$ cat src/rtl/uart_core.sv
// 8N1 UART transceiver: baud timing, RX deserializer + RX FIFO,
// TX FIFO + TX serializer, and a loopback/echo mode mux.
//
// Stream handshake (both byte streams): a byte moves on a rising clk edge
// where valid and ready are both high; data is held stable while valid is
// high and the byte has not yet been accepted.

// Synchronous FIFO with an extra pointer bit to separate full from empty.
module uart_fifo #(
  parameter int W     = 8,
  parameter int DEPTH = 16
) (
  input  logic         clk,
  input  logic         rst,
  input  logic         wr_en,
  input  logic [W-1:0] wr_data,
  input  logic         rd_en,
  output logic [W-1:0] rd_data,
  output logic         empty,
  output logic         full
);
  localparam int AW = $clog2(DEPTH);

  logic [W-1:0] mem [DEPTH];
  logic [AW:0]  wptr_q, wptr_d, rptr_q, rptr_d;
  logic         do_wr, do_rd;

  assign empty   = (wptr_q == rptr_q);
  assign full    = (wptr_q[AW] != rptr_q[AW]) && (wptr_q[AW-1:0] == rptr_q[AW-1:0]);
  assign do_rd   = rd_en && !empty;
  // A pop in the same cycle frees the slot, so push-on-full is allowed then.
  assign do_wr   = wr_en && (!full || do_rd);
  assign rd_data = empty ? '0 : mem[rptr_q[AW-1:0]];

  // Next pointer values; both wrap naturally through the extra bit.
  always_comb begin
    wptr_d = wptr_q;
    rptr_d = rptr_q;
    if (do_wr) wptr_d = wptr_q + (AW+1)'(1);
    if (do_rd) rptr_d = rptr_q + (AW+1)'(1);
  end

  // Pointer registers.
  always_ff @(posedge clk or posedge rst) begin
    if (rst) begin
      wptr_q <= '0;
      rptr_q <= '0;
    end else begin
      wptr_q <= wptr_d;
      rptr_q <= rptr_d;
    end
  end

  // Storage array; contents are don't-care while empty.
  always_ff @(posedge clk) begin
    if (do_wr) mem[wptr_q[AW-1:0]] <= wr_data;
  end
endmodule

module uart_core #(
  parameter     DEVICE     = "7SERIES",
  parameter int CLK_FREQ   = 100000000,
  parameter int BAUD_RATE  = 115200,
  parameter int FIFO_DEPTH = 16
) (
  input  logic       clk,
  input  logic       rst,
  output logic       uart_ready,
  output logic [7:0] uart_rd_data,
  output logic       uart_rd_valid,
  input  logic       uart_rd_ready,
  input  logic [7:0] uart_wr_data,
  input  logic       uart_wr_valid,
  output logic       uart_wr_ready,
  input  logic [1:0] uart_mode,
  input  logic       uart_rxd,
  output logic       uart_txd
);
  localparam int BIT_CLKS = CLK_FREQ / BAUD_RATE;
  localparam int CW       = $clog2(BIT_CLKS);
  localparam logic [CW-1:0] BIT_LAST  = CW'(BIT_CLKS - 1);
  localparam logic [CW-1:0] HALF_LAST = CW'(BIT_CLKS / 2 - 1);

  if (DEVICE != "7SERIES") begin : g_bad_device
    $error("uart_core: only DEVICE \"7SERIES\" is supported");
  end
  if (FIFO_DEPTH < 4 || (FIFO_DEPTH & (FIFO_DEPTH - 1)) != 0) begin : g_bad_depth
    $error("uart_core: FIFO_DEPTH must be a power of two >= 4");
  end

  typedef enum logic [2:0] {RX_IDLE, RX_START, RX_DATA, RX_STOP, RX_WAIT} rx_state_t;
  typedef enum logic [1:0] {TX_IDLE, TX_START, TX_DATA, TX_STOP} tx_state_t;

  logic [4:0]    rdy_cnt_q, rdy_cnt_d;
  logic          rxd_s1_q, rxd_s2_q;
  logic          loopback, echo, rx_in;
  rx_state_t     rx_state_q;
  logic [CW-1:0] rx_cnt_q;
  logic [2:0]    rx_bit_q;
  logic [7:0]    rx_sh_q;
  logic          rx_push_q, rx_pop, rx_empty, rx_full;
  logic          rx_overrun_q, rx_overrun_d;
  tx_state_t     tx_state_q;
  logic [CW-1:0] tx_cnt_q;
  logic [2:0]    tx_bit_q;
  logic [7:0]    tx_sh_q, tx_fifo_data;
  logic          tx_ser_q, tx_last, tx_pop, tx_push, tx_empty, tx_full;
  logic          unused_flags;

  // Ready counter: bit 4 sets after 16 clocks out of reset and then holds.
  always_comb begin
    rdy_cnt_d = rdy_cnt_q;
    if (!rdy_cnt_q[4]) rdy_cnt_d = rdy_cnt_q + 5'd1;
  end

  // Ready counter register.
  always_ff @(posedge clk or posedge rst) begin
    if (rst) rdy_cnt_q <= '0;
    else     rdy_cnt_q <= rdy_cnt_d;
  end

  assign uart_ready    = rdy_cnt_q[4];
  assign uart_wr_ready = uart_ready && !tx_full;
  assign uart_rd_valid = !rx_empty;
  assign rx_pop        = uart_rd_ready && uart_rd_valid;
  assign tx_push       = uart_wr_valid && uart_wr_ready;

  // Two-flop synchronizer for the asynchronous serial input, idling high.
  always_ff @(posedge clk or posedge rst) begin
    if (rst) begin
      rxd_s1_q <= 1'b1;
      rxd_s2_q <= 1'b1;
    end else begin
      rxd_s1_q <= uart_rxd;
      rxd_s2_q <= rxd_s1_q;
    end
  end

  // Mode mux; 2'b11 falls through to normal operation.
  assign loopback = (uart_mode == 2'b01);
  assign echo     = (uart_mode == 2'b10);
  assign rx_in    = loopback ? tx_ser_q : rxd_s2_q;
  assign uart_txd = loopback ? 1'b1 : (echo ? rxd_s2_q : tx_ser_q);

  // RX state machine: mid-bit sampling, LSB first, push on a good stop bit.
  always_ff @(posedge clk or posedge rst) begin
    if (rst) begin
      rx_state_q <= RX_IDLE;
      rx_cnt_q   <= '0;
      rx_bit_q   <= '0;
      rx_sh_q    <= '0;
      rx_push_q  <= 1'b0;
    end else begin
      rx_push_q <= 1'b0;
      case (rx_state_q)
        RX_IDLE: begin
          rx_cnt_q <= '0;
          if (!rx_in) rx_state_q <= RX_START;
        end
        RX_START: begin
          if (rx_cnt_q == HALF_LAST) begin
            rx_cnt_q   <= '0;
            rx_bit_q   <= '0;
            rx_state_q <= rx_in ? RX_IDLE : RX_DATA;
          end else begin
            rx_cnt_q <= rx_cnt_q + CW'(1);
          end
        end
        RX_DATA: begin
          if (rx_cnt_q == BIT_LAST) begin
            rx_cnt_q <= '0;
            rx_sh_q  <= {rx_in, rx_sh_q[7:1]};
            if (rx_bit_q == 3'd7) rx_state_q <= RX_STOP;
            else                  rx_bit_q   <= rx_bit_q + 3'd1;
          end else begin
            rx_cnt_q <= rx_cnt_q + CW'(1);
          end
        end
        RX_STOP: begin
          if (rx_cnt_q == BIT_LAST) begin
            rx_cnt_q <= '0;
            if (rx_in) begin
              rx_push_q  <= 1'b1;
              rx_state_q <= RX_IDLE;
            end else begin
              rx_state_q <= RX_WAIT;
            end
          end else begin
            rx_cnt_q <= rx_cnt_q + CW'(1);
          end
        end
        RX_WAIT: begin
          // Framing error: hold off until the line is back to idle.
          if (rx_in) rx_state_q <= RX_IDLE;
        end
        default: rx_state_q <= RX_IDLE;
      endcase
    end
  end

  // Sticky overrun: a received byte arrived with no room in the RX FIFO.
  always_comb begin
    rx_overrun_d = rx_overrun_q;
    if (rx_push_q && rx_full && !rx_pop) rx_overrun_d = 1'b1;
  end

  // Overrun register.
  always_ff @(posedge clk or posedge rst) begin
    if (rst) rx_overrun_q <= 1'b0;
    else     rx_overrun_q <= rx_overrun_d;
  end

  // The overrun flag is an internal probe point with no consumer.
  assign unused_flags = rx_overrun_q;

  uart_fifo #(.W(8), .DEPTH(FIFO_DEPTH)) u_rx_fifo (
    .clk(clk), .rst(rst),
    .wr_en(rx_push_q), .wr_data(rx_sh_q),
    .rd_en(rx_pop), .rd_data(uart_rd_data),
    .empty(rx_empty), .full(rx_full)
  );

  uart_fifo #(.W(8), .DEPTH(FIFO_DEPTH)) u_tx_fifo (
    .clk(clk), .rst(rst),
    .wr_en(tx_push), .wr_data(uart_wr_data),
    .rd_en(tx_pop), .rd_data(tx_fifo_data),
    .empty(tx_empty), .full(tx_full)
  );

  // Pop from IDLE, or at the end of a stop bit so frames run back to back.
  assign tx_last = (tx_cnt_q == BIT_LAST);
  assign tx_pop  = !tx_empty && ((tx_state_q == TX_IDLE) ||
                                 ((tx_state_q == TX_STOP) && tx_last));

  // TX state machine: start, 8 data bits LSB first, stop; registered line.
  always_ff @(posedge clk or posedge rst) begin
    if (rst) begin
      tx_state_q <= TX_IDLE;
      tx_cnt_q   <= '0;
      tx_bit_q   <= '0;
      tx_sh_q    <= '0;
      tx_ser_q   <= 1'b1;
    end else begin
      case (tx_state_q)
        TX_IDLE: begin
          tx_cnt_q <= '0;
          tx_ser_q <= 1'b1;
          if (tx_pop) begin
            tx_sh_q    <= tx_fifo_data;
            tx_ser_q   <= 1'b0;
            tx_state_q <= TX_START;
          end
        end
        TX_START: begin
          if (tx_last) begin
            tx_cnt_q   <= '0;
            tx_bit_q   <= '0;
            tx_ser_q   <= tx_sh_q[0];
            tx_state_q <= TX_DATA;
          end else begin
            tx_cnt_q <= tx_cnt_q + CW'(1);
          end
        end
        TX_DATA: begin
          if (tx_last) begin
            tx_cnt_q <= '0;
            if (tx_bit_q == 3'd7) begin
              tx_ser_q   <= 1'b1;
              tx_state_q <= TX_STOP;
            end else begin
              tx_bit_q <= tx_bit_q + 3'd1;
              tx_sh_q  <= {1'b0, tx_sh_q[7:1]};
              tx_ser_q <= tx_sh_q[1];
            end
          end else begin
            tx_cnt_q <= tx_cnt_q + CW'(1);
          end
        end
        TX_STOP: begin
          if (tx_last) begin
            tx_cnt_q <= '0;
            if (tx_pop) begin
              tx_sh_q    <= tx_fifo_data;
              tx_ser_q   <= 1'b0;
              tx_state_q <= TX_START;
            end else begin
              tx_state_q <= TX_IDLE;
            end
          end else begin
            tx_cnt_q <= tx_cnt_q + CW'(1);
          end
        end
        default: tx_state_q <= TX_IDLE;
      endcase
    end
  end
endmodule

$ cat config.mk
export PLATFORM = sky130hd
export DESIGN_NAME = uart_core
export DESIGN_NICKNAME = d
export VERILOG_FILES = /design/src/rtl/uart_core.sv
export SDC_FILE = /design/constraint.sdc
export NUM_CORES = 1
export LEC_CHECK = 0
export CAP_MARGIN = 40
export CORE_AREA = 8 8 249 155
export CTS_BUF_LIST = sky130_fd_sc_hd__clkbuf_8
export CTS_CLUSTER_DIAMETER = 100
export DETAILED_ROUTE_END_ITERATION = 12
export DIE_AREA = 0 0 257 163
export GPL_TIMING_DRIVEN = 0
export PLACE_DENSITY_LB_ADDON = 0.25
export RECOVER_POWER = 25
export SLEW_MARGIN = 15
export SYNTH_ARGS = -nofsm -noshare
export SYNTH_HDL_FRONTEND = slang
export SYNTH_SLANG_ARGS = --single-unit
$ cat constraint.sdc
create_clock -name clk -period 4.5 [get_ports clk]
set_input_delay 0.675 -clock clk [delete_from_list [all_inputs] [get_ports clk]]
set_output_delay 0.675 -clock clk [all_outputs]
set_load 0.005 [all_outputs]
==> flow_summary_export.csv <==
group,metric,value,unit
clocking,cts-root-buf,"clkbuf_8",
synthesis,synth.distinct_cells,60,
timing,setup-tns-final,0,ns
setup_path,reg2reg_depth,6,
synthesis,yosysWarnings,0,
worst_hold_path,hold_start,"rxd_s1_q$_DFF_PP1_",
setup_path,cp.arrival,3.59,ns
floorplan,fp.coreArea,0.0347,sq mm
floorplan,start_util,39.8,%
placed_design,place_congestion,0.778,
synthesis,synth_seq_area_share,69.4,%
setup_path,reg2reg_slack,1.52,ns
synthesis,synth.net_count,858,
setup_path,critical_path.top_delay_family,"buffers and inverters",
synthesis,post-synth-top-count-cell,"edfxtp_1",
floorplan,die_area,0.0419,sq mm
synthesis,synth_area,0.0138,sq mm
timing,fin_ws,0.233,ns
synthesis,ys_async_sr_fraction,22.9,%
synthesis,yosys-top-cells-area,"edfxtp_1 56%, dfrtp_1 13%, mux4_2 12%",
setup_path,crit_fanout,10,
detailed_routing,viasPerCell,5.29,
synthesis,syn_inst,821,
timing,hold_viol,0,
placed_design,pre_cts_slack,0.828,ns
setup_path,crit_buf_inv,3,
detailed_routing,vias,7544,
synthesis,yosys.area.top_type,"edfxtp_1",
timing,relSlewSlack,-40.9,%
setup_path,r2r_end,"u_tx_fifo.mem[15][0]$_DFFE_PP_",
detailed_routing,drtIter0Drc,664,
setup_path,endpoint_kind,"output port",
synthesis,synth-edff-count,256,
clocking,clock_latency,0.61,ns
setup_path,max_stage_delay,0.60,ns
power_and_ir_drop,power-per-cell-area,448,mW/mm^2
global_routing,antenna_found_initial,0,
timing,worst_pin_slew,2.11,ns
power_and_ir_drop,p_leak,0.00587,uW
floorplan,die_height,163,microns
global_routing,track_usage,14.8,%
run,max_cap_viol_count,2,
timing,rsz0062_at_grt,"no",
power_and_ir_drop,ir_drop,0.215,mV
timing,period_needed,4.27,ns
setup_path,crit_slowest_cell,"clkbuf_1",
global_routing,grt_pass1_vias,7691,
clocking,cts_sinks,332,
worst_hold_path,hold_path_class,"reg -> reg",
timing,hold_ws,0.356,ns
detailed_routing,detail-route-antenna-nets,0,
cells_and_area,diodes,0,
floorplan,num_io_pins,27,
placed_design,post_dp_cell_area,0.0149,sq mm
clocking,cts-buffers-inserted,50,
global_routing,grt_pass1_wl,47.5,mm
clocking,clockBufferDepth,3,
setup_path,path_cells,"clkbuf_1 -> clkbuf_1 -> mux4_2 -> mux4_2 -> nor2b_1 -> clkdlybuf4s50_1",
synthesis,synth_top_area_share,55.6,%
clocking,cts_resized,0,
outcome,violations,"max-capacitance violations, max-slew violations",
timing,slew_violations,76,
synthesis,synth_ff_type,"edfxtp_1",
timing,clock.fmax,0.234,GHz
global_routing,grt_max_degree,38,
clocking,clk_pin_slew,0.06,ns
timing,finClkSkew,0.0402,ns
detailed_routing,wl_per_cell,21.5,microns
detailed_routing,route.detailed.drc,0,
placed_design,hpwlAfterDp,21.0,mm
setup_path,required,3.83,ns
floorplan,num_rows,53,
clocking,htree_levels,2,
timing,setup_violations,0,
synthesis,synth_common_cells,"256 x edfxtp_1, 73 x dfrtp_1, 72 x mux4_2",
setup_path,cp.depth,6,
floorplan,die_w,257,microns
detailed_routing,drtPass1Iterations,5,
outcome,status,"finished, violations left",
synthesis,synth_seq_cells,332,
clocking,hold_buffers,0,
placed_design,io_buffers,26,
detailed_routing,wl,30.6,mm
cells_and_area,drive_gt1_share,21.1,%
cells_and_area,final_net_count,956,
worst_hold_path,holdPathStages,0,
clocking,cts_tree,"built",
timing,post-route-period-util,94.8,%
global_routing,grt-ovfl-total,0,
cells_and_area,stdcell_area,0.0159,sq mm
setup_path,startpoint_type,"flop",
setup_path,crit_type,"reg -> out",
cells_and_area,area_delta_synth_final,14.8,%
synthesis,avgSynthCellArea,16.8,sq um
clocking,postCtsSetupBuffers,0,
worst_hold_path,hold_end,"rxd_s2_q$_DFF_PP1_",
setup_path,timing.rr.start,"u_tx_fifo.rptr_q[0]$_DFFE_PP0P_",
## state kept, by name, summed over array words and instances (netlist names)
signal	flops
u_rx_fifo.mem	128
u_tx_fifo.mem	128
rx_cnt_q	10
tx_cnt_q	10
rx_sh_q	8
tx_sh_q	8
rdy_cnt_q	5
u_rx_fifo.rptr_q	5
u_rx_fifo.wptr_q	5
u_tx_fifo.rptr_q	5
u_tx_fifo.wptr_q	5
rx_bit_q	3
rx_state_q	3
tx_bit_q	3
tx_state_q	2
rx_push_q	1
rxd_s1_q	1
rxd_s2_q	1
tx_ser_q	1
## cell type report
type / count / area [sq um]
flip-flops and latches: 332 / 9590
repair buffers: 46 / 407
clock inverters: 41 / 294
multi-input cells: 425 / 4010
fillers: 3026 / 18800
plain buffers: 37 / 155
clock buffers: 52 / 716
well taps: 467 / 584
inverters: 27 / 103
## cells by family after synthesis
family	Yosys count	synth area share [%]
AND/OR/NAND/NOR	200	7.31
adder cells (fa/ha/maj)	22	1.99
buffers and inverters	64	1.86
AO/OA/AOI/OAI	67	3.31
flip-flops	332	69.4
multiplexers	93	13.4
XOR/XNOR	43	2.73
## through the flow
step | instances | power (uW) | util [%]
after floorplan | 821 | 4300 | -
after global placement | 1314 | 4590 | 42.3
after detailed placement | 1333 | 4660 | 42.9
after CTS | 1426 | 7200 | 45.8
after global routing | 1427 | 7430 | 45.7
final | 1427 | 7110 | 45.7
## report_power, final
part | internal (uW) | switching (uW)
clock network | 1320 | 1210
logic | 399 | 614
registers | 3480 | 92.6
total | 5190 | 1910
## cells in the final DEF (no fill, tap or decap), types with 18 or more instances in the layout
cell,synthesis,final
clkdlybuf4s50_1,0,23
nand2_1,51,51
xor2_1,18,18
inv_1,26,39
clkbuf_1,21,23
edfxtp_1,256,256
clkbuf_8,0,52
xnor2_1,25,25
ha_1,22,22
mux4_2,72,72
nand3_1,22,22
nor2_1,48,48
dfrtp_1,73,73
## worst max-delay path by stage
stage / from / end / slack [ns]
after floorplan: u_rx_fifo.rptr_q[0]$_DFFE_PP0P_ / uart_rd_data[0] / 1.87
after global placement: rst / u_rx_fifo.rptr_q[0]$_DFFE_PP0P_ / 0.24
after detailed placement: u_rx_fifo.rptr_q[1]$_DFFE_PP0P_ / uart_rd_data[3] / 0.83
after CTS: u_rx_fifo.rptr_q[1]$_DFFE_PP0P_ / uart_rd_data[3] / 0.14
after global routing: u_rx_fifo.rptr_q[1]$_DFFE_PP0P_ / uart_rd_data[4] / 0.04
final: u_rx_fifo.rptr_q[1]$_DFFE_PP0P_ / uart_rd_data[4] / 0.23
## metal layers
layer	GRT usage (%)	part of all wire (%)
met1	24.5	53
met5	0	0
met3	3.65	7.4
met4	4.13	1.7
met2	18.4	38
## worst reg2reg max path: stages (launching register included)
cell	delay (ns)
dfrtp_1	0.39
buf_2	0.23
xor2_1	0.21
nor4_2	0.77
a21oi_1	0.44
nand4_1	0.28
inv_1	0.29
(Power assumes the default switching activity.)
